File: config.mk
export PLATFORM = sky130hd
export DESIGN_NAME = mem_port_arbiter_flat
export DESIGN_NICKNAME = d
export VERILOG_FILES = /design/src/rtl/mem_port_arbiter_if.sv /design/src/rtl/mem_port_arbiter.sv /design/src/flat_wrapper.sv
export SDC_FILE = /design/constraint.sdc
export NUM_CORES = 1
export LEC_CHECK = 0
export BUFFER_PORTS_ARGS = -buffer_cell sky130_fd_sc_hd__buf_2
export CORE_AREA = 5 5 70 72
export CTS_BUF_LIST = sky130_fd_sc_hd__clkbuf_2 sky130_fd_sc_hd__clkbuf_4 sky130_fd_sc_hd__clkbuf_8
export DETAILED_ROUTE_END_ITERATION = 6
export DIE_AREA = 0 0 75 77
export MAX_ROUTING_LAYER = met4
export PLACE_DENSITY = 0.86
export SETUP_SLACK_MARGIN = 0.1
export SLEW_MARGIN = 15
export SYNTH_ARGS = -nofsm -noshare
export SYNTH_HDL_FRONTEND = slang
export SYNTH_SLANG_ARGS = --single-unit
File: constraint.sdc
create_clock -name clock -period 2.2 [get_ports clock]
set_input_delay 0.22 -clock clock [delete_from_list [all_inputs] [get_ports clock]]
set_output_delay 0.22 -clock clock [all_outputs]
set_load 0.02 [all_outputs]
File: src/rtl/mem_port_arbiter_if.sv
// mem_port_arbiter_if
//   Bundles the two requester ports and the single memory port of the arbiter.
//   slave  : arbiter side (consumes requests and mem_q, drives grants/memory).
//   master : environment side (requesters plus the memory model).
//   Per requester N (0,1): rN_req, rN_wren, rN_lock, rN_addr, rN_wdata in;
//   rN_gnt, rN_rvalid, rN_rdata out.
//   Memory: mem_address, mem_data, mem_wren out; mem_q in.
interface mem_port_arbiter_if #(
  parameter int ADDR_SIZE = 18,
  parameter int WORD_SIZE = 18
);
  logic                 r0_req;
  logic                 r0_wren;
  logic                 r0_lock;
  logic [ADDR_SIZE-1:0] r0_addr;
  logic [WORD_SIZE-1:0] r0_wdata;
  logic                 r0_gnt;
  logic                 r0_rvalid;
  logic [WORD_SIZE-1:0] r0_rdata;

  logic                 r1_req;
  logic                 r1_wren;
  logic                 r1_lock;
  logic [ADDR_SIZE-1:0] r1_addr;
  logic [WORD_SIZE-1:0] r1_wdata;
  logic                 r1_gnt;
  logic                 r1_rvalid;
  logic [WORD_SIZE-1:0] r1_rdata;

  logic [ADDR_SIZE-1:0] mem_address;
  logic [WORD_SIZE-1:0] mem_data;
  logic                 mem_wren;
  logic [WORD_SIZE-1:0] mem_q;

  modport slave (
    input  r0_req, r0_wren, r0_lock, r0_addr, r0_wdata,
    input  r1_req, r1_wren, r1_lock, r1_addr, r1_wdata,
    input  mem_q,
    output r0_gnt, r0_rvalid, r0_rdata,
    output r1_gnt, r1_rvalid, r1_rdata,
    output mem_address, mem_data, mem_wren
  );

  modport master (
    output r0_req, r0_wren, r0_lock, r0_addr, r0_wdata,
    output r1_req, r1_wren, r1_lock, r1_addr, r1_wdata,
    output mem_q,
    input  r0_gnt, r0_rvalid, r0_rdata,
    input  r1_gnt, r1_rvalid, r1_rdata,
    input  mem_address, mem_data, mem_wren
  );
endinterface

File: src/rtl/mem_port_arbiter.sv
// mem_port_arbiter
//   Shares one synchronous memory port (1-cycle read latency) between two
//   requesters. Round-robin on contention, optional port locking with a
//   burst limit of MAX_BURST grants while the other side is waiting.
//   Ports: clock, reset (async, active-high), bus (mem_port_arbiter_if.slave).
//
//   state | meaning
//   IDLE  | no owner; grant single requester or prio on contention
//   OWN0  | r0 holds the port (locked); r1 stalls
//   OWN1  | r1 holds the port (locked); r0 stalls
module mem_port_arbiter #(
  parameter int ADDR_SIZE = 18,
  parameter int WORD_SIZE = 18,
  parameter int MAX_BURST = 8
) (
  input logic                clock,
  input logic                reset,
  mem_port_arbiter_if.slave  bus
);

  localparam int CNT_W = (MAX_BURST > 2) ? $clog2(MAX_BURST) : 1;
  localparam logic [CNT_W-1:0] CNT_MAX = CNT_W'(MAX_BURST - 1);

  typedef enum logic [1:0] {IDLE, OWN0, OWN1} state_t;

  state_t           state_q, state_d;
  logic             prio_q, prio_d;
  logic [CNT_W-1:0] cnt_q, cnt_d;
  logic             r0_rvalid_q, r1_rvalid_q;

  logic             gnt0, gnt1, both_req, lock_g, other_req;
  logic [ADDR_SIZE-1:0] addr_mux;
  logic [WORD_SIZE-1:0] data_mux;

  always_comb begin
    gnt0     = 1'b0;
    gnt1     = 1'b0;
    both_req = bus.r0_req & bus.r1_req;
    case (state_q)
      IDLE: begin
        if (both_req) begin
          gnt0 = ~prio_q;
          gnt1 = prio_q;
        end else begin
          gnt0 = bus.r0_req;
          gnt1 = bus.r1_req;
        end
      end
      OWN0:    gnt0 = bus.r0_req;
      OWN1:    gnt1 = bus.r1_req;
      default: ;
    endcase
  end

  always_comb begin
    state_d   = state_q;
    prio_d    = prio_q;
    cnt_d     = cnt_q;
    lock_g    = gnt1 ? bus.r1_lock : bus.r0_lock;
    other_req = (state_q == OWN0) ? bus.r1_req : bus.r0_req;
    case (state_q)
      IDLE: begin
        if (gnt0 | gnt1) begin
          // prio only rotates when there was real contention
          if (both_req) prio_d = gnt0;
          if (lock_g) begin
            state_d = gnt1 ? OWN1 : OWN0;
            cnt_d   = CNT_W'(1);
          end
        end
      end
      OWN0, OWN1: begin
        if (gnt0 | gnt1) begin
          if (!lock_g || (cnt_q == CNT_MAX && other_req)) begin
            state_d = IDLE;
            prio_d  = gnt0;
            cnt_d   = '0;
          end else if (cnt_q != CNT_MAX) begin
            // saturate: an uncontended owner may keep the port forever
            cnt_d = cnt_q + 1'b1;
          end
        end
      end
      default: state_d = IDLE;
    endcase
  end

  always_ff @(posedge clock or posedge reset) begin
    if (reset) begin
      state_q     <= IDLE;
      prio_q      <= 1'b0;
      cnt_q       <= '0;
      r0_rvalid_q <= 1'b0;
      r1_rvalid_q <= 1'b0;
    end else begin
      state_q     <= state_d;
      prio_q      <= prio_d;
      cnt_q       <= cnt_d;
      r0_rvalid_q <= gnt0 & ~bus.r0_wren;
      r1_rvalid_q <= gnt1 & ~bus.r1_wren;
    end
  end

  // without a grant the memory sees r0's fields with write disabled
  assign addr_mux = gnt1 ? bus.r1_addr  : bus.r0_addr;
  assign data_mux = gnt1 ? bus.r1_wdata : bus.r0_wdata;

  assign bus.mem_address = addr_mux;
  assign bus.mem_data    = data_mux;
  assign bus.mem_wren    = (gnt0 & bus.r0_wren) | (gnt1 & bus.r1_wren);

  assign bus.r0_gnt    = gnt0;
  assign bus.r1_gnt    = gnt1;
  assign bus.r0_rvalid = r0_rvalid_q;
  assign bus.r1_rvalid = r1_rvalid_q;
  assign bus.r0_rdata  = bus.mem_q;
  assign bus.r1_rdata  = bus.mem_q;

endmodule

File: src/flat_wrapper.sv
// flat-port wrapper written by rule: the top's interface ports become plain ports
module mem_port_arbiter_flat 
#(
  parameter int ADDR_SIZE = 18,
  parameter int WORD_SIZE = 18,
  parameter int MAX_BURST = 8
)
  (clock, reset, bus_r0_req, bus_r0_wren, bus_r0_lock, bus_r0_addr, bus_r0_wdata, bus_r1_req, bus_r1_wren, bus_r1_lock, bus_r1_addr, bus_r1_wdata, bus_mem_q, bus_r0_gnt, bus_r0_rvalid, bus_r0_rdata, bus_r1_gnt, bus_r1_rvalid, bus_r1_rdata, bus_mem_address, bus_mem_data, bus_mem_wren);
  mem_port_arbiter_if #(.ADDR_SIZE(ADDR_SIZE), .WORD_SIZE(WORD_SIZE)) bus_i ();
  input logic clock;
  input logic reset;
  input wire logic [$bits(bus_i.r0_req)-1:0] bus_r0_req;
  input wire logic [$bits(bus_i.r0_wren)-1:0] bus_r0_wren;
  input wire logic [$bits(bus_i.r0_lock)-1:0] bus_r0_lock;
  input wire logic [$bits(bus_i.r0_addr)-1:0] bus_r0_addr;
  input wire logic [$bits(bus_i.r0_wdata)-1:0] bus_r0_wdata;
  input wire logic [$bits(bus_i.r1_req)-1:0] bus_r1_req;
  input wire logic [$bits(bus_i.r1_wren)-1:0] bus_r1_wren;
  input wire logic [$bits(bus_i.r1_lock)-1:0] bus_r1_lock;
  input wire logic [$bits(bus_i.r1_addr)-1:0] bus_r1_addr;
  input wire logic [$bits(bus_i.r1_wdata)-1:0] bus_r1_wdata;
  input wire logic [$bits(bus_i.mem_q)-1:0] bus_mem_q;
  output wire logic [$bits(bus_i.r0_gnt)-1:0] bus_r0_gnt;
  output wire logic [$bits(bus_i.r0_rvalid)-1:0] bus_r0_rvalid;
  output wire logic [$bits(bus_i.r0_rdata)-1:0] bus_r0_rdata;
  output wire logic [$bits(bus_i.r1_gnt)-1:0] bus_r1_gnt;
  output wire logic [$bits(bus_i.r1_rvalid)-1:0] bus_r1_rvalid;
  output wire logic [$bits(bus_i.r1_rdata)-1:0] bus_r1_rdata;
  output wire logic [$bits(bus_i.mem_address)-1:0] bus_mem_address;
  output wire logic [$bits(bus_i.mem_data)-1:0] bus_mem_data;
  output wire logic [$bits(bus_i.mem_wren)-1:0] bus_mem_wren;
  assign bus_i.r0_req = bus_r0_req;
  assign bus_i.r0_wren = bus_r0_wren;
  assign bus_i.r0_lock = bus_r0_lock;
  assign bus_i.r0_addr = bus_r0_addr;
  assign bus_i.r0_wdata = bus_r0_wdata;
  assign bus_i.r1_req = bus_r1_req;
  assign bus_i.r1_wren = bus_r1_wren;
  assign bus_i.r1_lock = bus_r1_lock;
  assign bus_i.r1_addr = bus_r1_addr;
  assign bus_i.r1_wdata = bus_r1_wdata;
  assign bus_i.mem_q = bus_mem_q;
  assign bus_r0_gnt = bus_i.r0_gnt;
  assign bus_r0_rvalid = bus_i.r0_rvalid;
  assign bus_r0_rdata = bus_i.r0_rdata;
  assign bus_r1_gnt = bus_i.r1_gnt;
  assign bus_r1_rvalid = bus_i.r1_rvalid;
  assign bus_r1_rdata = bus_i.r1_rdata;
  assign bus_mem_address = bus_i.mem_address;
  assign bus_mem_data = bus_i.mem_data;
  assign bus_mem_wren = bus_i.mem_wren;
  mem_port_arbiter #(.ADDR_SIZE(ADDR_SIZE), .WORD_SIZE(WORD_SIZE), .MAX_BURST(MAX_BURST)) u_core (.clock(clock), .reset(reset), .bus(bus_i));
endmodule
# After elaboration in Yosys (flattened, before gate mapping)
# Index checks and enable logic that the tools add are counted.
dict set report totals {
  input_bits 98
  register_bits 8
  word_cells 60
  output_inout_bits 77
}
dict set report classes {
  n_bitwise 10
  n_eq_ne 10
  n_reduce_logical 9
  n_mux 25
  add_sub_neg 1
}
# op n
set ops {}
lappend ops {{18-bit 2-to-1 mux} 2}
lappend ops {{3-bit 2-to-1 mux} 5}
lappend ops {{2-bit 2-to-1 mux} 5}
lappend ops {{2-bit by 1-bit != test with 1-bit output (second input constant)} 5}
lappend ops {{5-bit AND reduction} 2}
lappend ops {{1-bit 2-to-1 mux} 8}
lappend ops {{1-bit case mux with 2 select lines} 3}
lappend ops {{3-bit case mux with 2 select lines} 1}
lappend ops {{1-bit AND} 5}
lappend ops {{2-bit case mux with 2 select lines} 1}
lappend ops {{4-bit AND reduction} 1}
lappend ops {{3-bit by 1-bit adder with 3-bit output (second input constant)} 1}
lappend ops {{3-bit == test (second input constant)} 1}
lappend ops {{3-bit by 1-bit != test with 1-bit output (second input constant)} 1}
lappend ops {{3-bit != test (second input constant)} 1}
lappend ops {{1-bit inverter} 3}
lappend ops {{2-bit by 1-bit == test with 1-bit output (second input constant)} 1}
lappend ops {{2-bit == test (second input constant)} 1}
lappend ops {{2-bit zero test} 1}
lappend ops {{1-bit OR} 2}
lappend ops {{2-bit nonzero test} 1}
lappend ops {{2-bit OR reduction} 1}
lappend ops {{1-bit logical AND} 1}
lappend ops {{1-bit zero test} 1}
lappend ops {{1-bit logical OR} 1}

# Logic depth before layout (Yosys ltp)
# Gate-level depths: netlist of run 1.
dict set report depth {
  depth_word 9
  ltp_mapped 8
  ltp_nobuf 8
}

# Least setup slack after synthesis of run 1
# OpenSTA, ideal clock, no wires.
dict set report synth_timing {
  path_kind {register -> output}
  start {register u_core.state_q[0]}
  end {output bus_mem_data[10]}
  t_required_ns 1.980
  path_buffers 2
  path_stages_with_launch 8
  setup_slack_ns 0.166
  arrival_ns 1.814
  path_cell_list {dfrtp_1 > inv_1 > ha_1 > and2_4 > a31oi_4 > buf_2 > buf_2 > mux2_2}
}
dict set report synth_between {
  elab_chain_len 3
  word_cells_on_any_way 4
  cone_classes {eq/ne: 1; mux: 2; reduce/logical: 1}
}
# element line_no
set synth_rtl {}
lappend synth_rtl {{start: declaration} mem_port_arbiter.sv:26} ;# state_t state_q, state_d;
lappend synth_rtl {{start signal: assignment} mem_port_arbiter.sv:96} ;# state_q <= state_d;
lappend synth_rtl {{2-bit == test / 2-bit zero test (equally long branches)} mem_port_arbiter.sv:39} ;# case (state_q)
lappend synth_rtl {{1-bit case mux with 2 select lines (*)} mem_port_arbiter.sv:39}
lappend synth_rtl {{18-bit 2-to-1 mux (*)} mem_port_arbiter.sv:106} ;# assign data_mux = gnt1 ? bus.r1_wdata : bus.r0_wdata;
lappend synth_rtl {{end: declaration} flat_wrapper.sv:30} ;# output wire logic [$bits(bus_i.mem_data)-1:0] bus_mem_data;
# Mark *: on every way between the ends. The rest lies on a longest branch, timed or not.

# Worst setup path in the final report of run 1
dict set report layout_timing {
  start {register u_core.state_q[0]}
  end {output bus_mem_address[12]}
}
dict set report layout_between {
  elab_chain_len 3
  word_cells_on_any_way 4
  cone_classes {eq/ne: 1; mux: 2; reduce/logical: 1}
}
# element line_no
set layout_rtl {}
lappend layout_rtl {{2-bit == test / 2-bit zero test (equally long branches)} mem_port_arbiter.sv:39}
lappend layout_rtl {{1-bit case mux with 2 select lines (*)} mem_port_arbiter.sv:39}
lappend layout_rtl {{18-bit 2-to-1 mux (*)} mem_port_arbiter.sv:105} ;# assign addr_mux = gnt1 ? bus.r1_addr : bus.r0_addr;
lappend layout_rtl {{end: declaration} flat_wrapper.sv:29} ;# output wire logic [$bits(bus_i.mem_address)-1:0] bus_mem_address;
# Marks and branches as above.

==> flow_metrics.py, run 1 <==
metrics = {
    "clocking": {
        "path_clk_slew_ns": 0.04,
        "h-tree-depth": 1,
        "clkSinkCount": 8,
        "cts_made_buffers": 3,
        "cts_tree": "done",
        "clock_latency_ns": 0.23,
        "clock_path_buffers": 2,
        "root_buffer": "clkbuf_8",
    },
    "power_and_ir_drop": {
        "vdd_drop_max_mv": 0.584,
        "power_leakage_uw": 0.00133,
        "p_per_area_nw_per_um2": 1260,
    },
    "worst_setup_path": {
        "critPathMaxStageDelay_ns": 0.36,
        "end_kind": "output pin",
        "crit_slowest_cell": "dfrtp_1",
        "r2r-end": "u_core.cnt_q[2]$_DFFE_PP0P_",
        "worstSetupPathType": "flop to output pin",
        "ff2ff_setup_slack_ns": 0.15,
        "r2r_cells": 10,
        "crit_required_ns": 1.98,
        "worst-path-buf-inv": 4,
        "crit_family": "buffers and inverters",
        "cp_common_cell": "buf_6",
        "path_cells": "inv_2 -> ha_2 -> and2_4 -> a31oi_4 -> buf_6 -> clkbuf_16 -> mux2_4 -> buf_6",
        "crit_fanout": 6,
        "cp-start-kind": "flop",
        "r2r-start": "u_core.state_q[0]$_DFFE_PP0P_",
        "arrival_ns": 1.95,
    },
    "die": {
        "core_um2": 4230,
        "die_w_um": 75,
        "num_io_pins": 175,
        "start_util": 0.313,
        "rows": 24,
        "die_h_um": 77,
        "dieArea_um2": 5780,
    },
    "sta": {
        "fin_worst_skew_ns": 0.00458,
        "hold_slack_ns": 0.153,
        "fin_crit_ns": 2.17,
        "fmax_mhz": 461,
        "grt_setup_unrepaired": "true",
        "finalHoldViolations": 0,
        "tightest_slew_ns": 0.320,
        "period_share": 0.987,
        "maxSlewHeadroom": 0.786,
        "setup_violations": 0,
        "slew_viol_final": 0,
    },
    "synth": {
        "synthTopCellsByArea": "mux2_2, buf_4, dfrtp_1, ha_1, mux2i_1",
        "syn_nets": 242,
        "avgSynthCellArea_um2": 9.61,
        "ys_warn_count": 0,
        "yosys.area.top_type_share": 0.314,
        "syn-cell-area_um2": 1330,
        "ys_ff_latch": 8,
        "yosysTopAreaCell": "mux2_2",
        "postSynthCellCount": 138,
        "yosysUniqueCellTypes": 31,
        "synth_seq_area_share": 0.151,
    },
    "final_layout": {
        "final_cell_count_no_fill": 290,
        "final_common_cell": "buf_2",
        "area_growth_pct": 80.7,
        "final_cell_mix": "buf_2, buf_6, mux2_4, dfrtp_1",
        "fill_cells": 361,
        "final_nets": 344,
        "diodes": 0,
        "finish.utilization": 0.566,
        "drive_above_1_share": 0.786,
    },
    "grt": {
        "grt_max_degree": 17,
        "antenna_found_initial": 0,
        "grt_pass1_wl_um": 6060,
        "track_usage": 0.138,
        "first_global_vias": 1363,
        "grt_remaining_overflow": 0,
    },
    "worst_hold_path": {
        "hold_depth": 2,
        "hold_class": "input pin to flop",
        "hp-start": "bus_r1_wren",
        "hold_path_end": "u_core.bus.r1_rvalid$_DFF_PP0_",
    },
    "drt": {
        "viasPerCell": 4.84,
        "antenna_left": 0,
        "dr_total_vias": 1403,
        "drt_iter0_drc": 17,
        "first_pass_iters": 4,
        "drt_drc_violations_left": 0,
        "avgRoutedWirePerCell_um": 17.8,
        "wirelength_um": 5150,
    },
    "placement": {
        "hpwl_um": 3470,
        "dp.cells": 272,
        "routabilityCongestion": 0.803,
        "numPortBuffers": 120,
    },
    "outcome": {
        "status": "completed",
    },
    "flow_run": {
        "max-cap-violations": 0,
    },
}
[Yosys cell counts]
library cell / number
or4b_1: 1
nand3b_1: 1
o211ai_1: 2
a21boi_4: 1
o311a_1: 1
a221o_1: 1
nor3b_1: 2
buf_2: 4
a22o_1: 3
o21a_1: 1
inv_1: 5
nand2_1: 6
o2bb2ai_1: 2
o21ai_0: 2
and2_4: 1
nor2b_1: 2
a21oi_1: 1
ha_1: 6
mux2i_2: 1
a21boi_0: 1
dfrtp_1: 8
buf_4: 36
nand2b_1: 2
mux2_2: 37
mux2i_1: 4
inv_2: 1
o31a_1: 1
nor2_1: 2
a21o_1: 1
and2_0: 1
a31oi_4: 1
[layout make-up]
| type | instances | area [um^2] | area share |
|---|---|---|---|
| timing repair buffer | 137 | 1080 | 0.452 |
| tap | 52 | 65.1 | 0.0272 |
| sequential | 8 | 200 | 0.0836 |
| multi-input combinational | 84 | 978 | 0.408 |
| clock buffer | 3 | 41.3 | 0.0172 |
| inverter | 6 | 27.5 | 0.0115 |
[registers in the layout, summed over array words and instances (netlist names)]
name and cells:
u_core.prio_q 1, u_core.cnt_q 3, u_core.state_q 2, u_core.bus.r0_rvalid 1
u_core.bus.r1_rvalid 1
[power breakdown]
| group | switching, uW | leakage, uW | internal (uW) |
|---|---|---|---|
| registers | 38.1 | 0.000104 | 201 |
| logic | 1110 | 0.00120 | 1490 |
| clock network | 62.5 | 0.0000216 | 119 |
[worst max-delay path by stage]
stage / startpoint / to / slack (ns) / depth (start not counted)
2_1_floorplan: u_core.state_q[0]$_DFFE_PP0P_ / bus_mem_data[10] / 0.17 / 7
3_3_place_gp: u_core.state_q[1]$_DFFE_PP0P_ / u_core.state_q[0]$_DFFE_PP0P_ / 0.16 / 7
3_5_place_dp: u_core.state_q[0]$_DFFE_PP0P_ / u_core.state_q[0]$_DFFE_PP0P_ / 0.10 / 7
4_1_cts: u_core.state_q[0]$_DFFE_PP0P_ / bus_mem_data[8] / 0.04 / 8
5_1_grt: u_core.state_q[0]$_DFFE_PP0P_ / bus_mem_address[12] / -0.03 / 8
6_report: u_core.state_q[0]$_DFFE_PP0P_ / bus_mem_address[12] / 0.03 / 8
[per-layer routing]
layer | share of wire | GRT usage | routed length, um
met2 | 0.54 | 0.246 | 2800
met4 | 0.027 | 0.0747 | 137
met5 | 0 | - | 0
met3 | 0.12 | 0.0314 | 612
met1 | 0.31 | 0.132 | 1600
[cells by family (layout without fill, tap and decap cells)]
kind of cell / after synthesis / after routing / share of synthesized area
buffers and inverters: 46 / 146 / 0.236
adder cells (fa/ha/maj): 6 / 6 / 0.0566
AO/OA/AOI/OAI: 18 / 18 / 0.125
flip-flops: 8 / 8 / 0.151
AND/OR/NAND/NOR: 18 / 18 / 0.0774
multiplexers: 42 / 42 / 0.355
[repair_timing]
action | 4_1_cts | 5_1_grt
setup buffers | 4 | 6
endpoints found under the setup margin | 38 | 42
pin swaps | 0 | 4
hold buffers | 1 | 0
endpoints found under the hold margin | 8 | 0
cloned | 1 | 3
gates resized for setup | 12 | 117
[through the flow]
| stage | total power [uW] | worst slack [ns] | TNS, ns | cell area, um^2 |
|---|---|---|---|---|
| after CTS | 2210 | 0.0438 | 0 | 1860 |
| after detailed placement | 1830 | 0.104 | 0 | 1720 |
| after global placement | 1800 | 0.158 | 0 | 1720 |
| after floorplan | 1510 | 0.166 | 0 | 1330 |
| final | 3010 | 0.0290 | 0 | 2400 |
| after global routing | 3170 | -0.0256 | -0.126 | 2400 |
Power figures use the tool's default switching activity.
==> run 2, diff against run 1 <==
--- a/config.mk
+++ b/config.mk
@@ -14,6 +14,8 @@
 export PLACE_DENSITY = 0.86
 export SETUP_SLACK_MARGIN = 0.1
+export SKIP_CTS_REPAIR_TIMING = 1
 export SLEW_MARGIN = 15
 export SYNTH_ARGS = -nofsm -noshare
 export SYNTH_HDL_FRONTEND = slang
 export SYNTH_SLANG_ARGS = --single-unit
+export TNS_END_PERCENT = 100
==> constraint.sdc (replaced) <==
create_clock -name clock -period 2.2 [get_ports clock]
set_input_delay 0.11 -clock clock [delete_from_list [all_inputs] [get_ports clock]]
set_output_delay 0.11 -clock clock [all_outputs]
set_load 0.02 [all_outputs]
==> flow_metrics.py, run 2 (synthesis results as in run 1) <==
metrics = {
    "outcome": {
        "status": "completed",
    },
    "power_and_ir_drop": {
        "finalPower_uw": 2780,
        "power_frac_comb": 0.849,
        "power_leakage_uw": 0.00120,
        "p_sw_frac": 0.419,
        "p_int_uw": 1620,
        "p_per_area_nw_per_um2": 1240,
        "power.share.sequential": 0.086,
        "vdd_drop_max_mv": 0.723,
        "p_sw_uw": 1160,
        "clkPwrFrac": 0.065,
    },
    "sta": {
        "period_share": 0.957,
        "hold_slack_ns": 0.0468,
        "maxSlewHeadroom": 0.761,
        "finalHoldViolations": 0,
        "fin_crit_ns": 2.11,
        "slew_viol_final": 0,
        "setup_ws_ns": 0.0943,
        "setup_violations": 0,
        "fin_worst_skew_ns": 0.00426,
        "tightest_slew_ns": 0.359,
        "fmax_mhz": 475,
        "grt_setup_unrepaired": "true",
    },
    "final_layout": {
        "finalInstanceArea_um2": 2240,
        "diodes": 0,
        "largest_reg_flops": 3,
        "final_common_cell": "buf_2",
        "drive_above_1_share": 0.774,
        "area_growth_pct": 69.2,
        "largest-register": "u_core.cnt_q",
        "final_nets": 341,
        "final_cell_mix": "buf_2, buf_6, mux2_2, mux2_4, dfrtp_1",
        "reg_top3": "u_core.cnt_q x3, u_core.state_q x2",
        "finish.utilization": 0.530,
    },
    "drt": {
        "viasPerCell": 4.79,
        "wirelength_um": 5020,
        "first_pass_iters": 4,
        "antenna_left": 0,
        "dr_total_vias": 1375,
        "avgRoutedWirePerCell_um": 17.5,
        "drt_drc_violations_left": 0,
        "drt_iter0_drc": 17,
    },
    "worst_setup_path": {
        "worstSetupPathType": "flop to output pin",
        "crit_slowest_cell": "dfrtp_1",
        "arrival_ns": 2.00,
        "critPathMaxStageDelay_ns": 0.36,
        "ff2ff_setup_slack_ns": 0.11,
        "cp-start-kind": "flop",
        "end_kind": "output pin",
        "r2r_cells": 9,
        "r2r-end": "u_core.cnt_q[2]$_DFFE_PP0P_",
        "crit_required_ns": 2.09,
        "path_cells": "inv_2 -> ha_2 -> and2_4 -> a31oi_4 -> buf_6 -> buf_12 -> mux2_2 -> buf_4",
        "r2r-start": "u_core.state_q[0]$_DFFE_PP0P_",
        "crit_fanout": 6,
    },
    "grt": {
        "grt_pass1_wl_um": 5890,
        "first_global_vias": 1334,
        "antenna_found_initial": 0,
        "track_usage": 0.134,
        "grt_max_degree": 25,
        "grt_remaining_overflow": 0,
    },
    "die": {
        "num_io_pins": 175,
        "start_util": 0.313,
        "die_w_um": 75,
        "core_um2": 4230,
        "dieArea_um2": 5780,
        "die_h_um": 77,
        "rows": 24,
    },
    "placement": {
        "hpwl_um": 3610,
        "place_area_um2": 1720,
        "routabilityCongestion": 0.792,
        "preCtsSetupSlack_ns": 0.203,
        "numPortBuffers": 120,
    },
    "worst_hold_path": {
        "hold_class": "input pin to flop",
        "hp-start": "bus_r0_wren",
        "hold_depth": 2,
        "hold_path_end": "u_core.bus.r0_rvalid$_DFF_PP0_",
    },
    "clocking": {
        "cts_made_buffers": 3,
        "clock_latency_ns": 0.23,
        "cts_tree": "done",
        "clock_path_buffers": 2,
        "h-tree-depth": 1,
        "clkSinkCount": 8,
        "root_buffer": "clkbuf_8",
        "path_clk_slew_ns": 0.04,
    },
    "flow_run": {
        "max-cap-violations": 0,
    },
}
## run 2: cell count changes in the layout (fill, tap and decap cells not counted)
cell | previous run | this run
mux2_2 | 3 | 21
mux2_4 | 34 | 16
buf_6 | 40 | 36
buf_2 | 83 | 86
and2_0 | 0 | 1
and2_4 | 2 | 1
buf_12 | 3 | 2
buf_16 | 1 | 0
inv_1 | 3 | 4
inv_6 | 1 | 0
## run 2: how the worst max path moves through the flow
stage	end	slack, ns	from
floorplan	u_core.cnt_q[2]$_DFFE_PP0P_	0.26	u_core.state_q[0]$_DFFE_PP0P_
global placement	bus_mem_address[7]	0.27	u_core.state_q[0]$_DFFE_PP0P_
detailed placement	u_core.cnt_q[0]$_DFFE_PP0P_	0.20	u_core.state_q[0]$_DFFE_PP0P_
CTS	bus_mem_address[7]	-0.05	u_core.state_q[0]$_DFFE_PP0P_
global route	bus_mem_data[8]	0.04	u_core.state_q[0]$_DFFE_PP0P_
finish	bus_mem_data[8]	0.09	u_core.state_q[0]$_DFFE_PP0P_
## run 2: critical path, delay by kind of cell, from the launching register on
kind	cells	cell delay (ns)
AND/OR/NAND/NOR	1	0.16
adder cells (fa/ha/maj)	1	0.18
AO/OA/AOI/OAI	1	0.21
buffers and inverters	4	0.51
multiplexers	1	0.34
flip-flops	1	0.36
## run 2: stage by stage
step | setup TNS (ns) | cells
after floorplan | 0 | 138
after global placement | 0 | 273
after detailed placement | 0 | 273
after CTS | -0.670 | 276
after global routing | 0 | 287
final | 0 | 287
## run 2: area by class of cell
type	instances	area [um^2]
Timing Repair Buffer	134	1010
Fill cell	375	1990
Clock buffer	3	41.3
Inverter	6	22.5
Tap cell	52	65.1
Multi-Input combinational cell	84	908
Sequential cell	8	200
## run 2: power groups by stage
stage               combinational [uW]  sequential [uW]  clock [uW]
CTS                               1630              238         186
global placement                  1580              236           0
finish                            2360              239         182
detailed placement                1610              239           0
global route                      2500              244         193
floorplan                         1270              239           0
## run 2: layer usage
layer / GRT usage / up-vias / wire (um)
li1: - / 647 / -
met1: 0.123 / 618 / 1630
met2: 0.249 / 91 / 2660
met3: 0.0405 / 19 / 569
met4: 0.0534 / 0 / 163
met5: - / - / 0
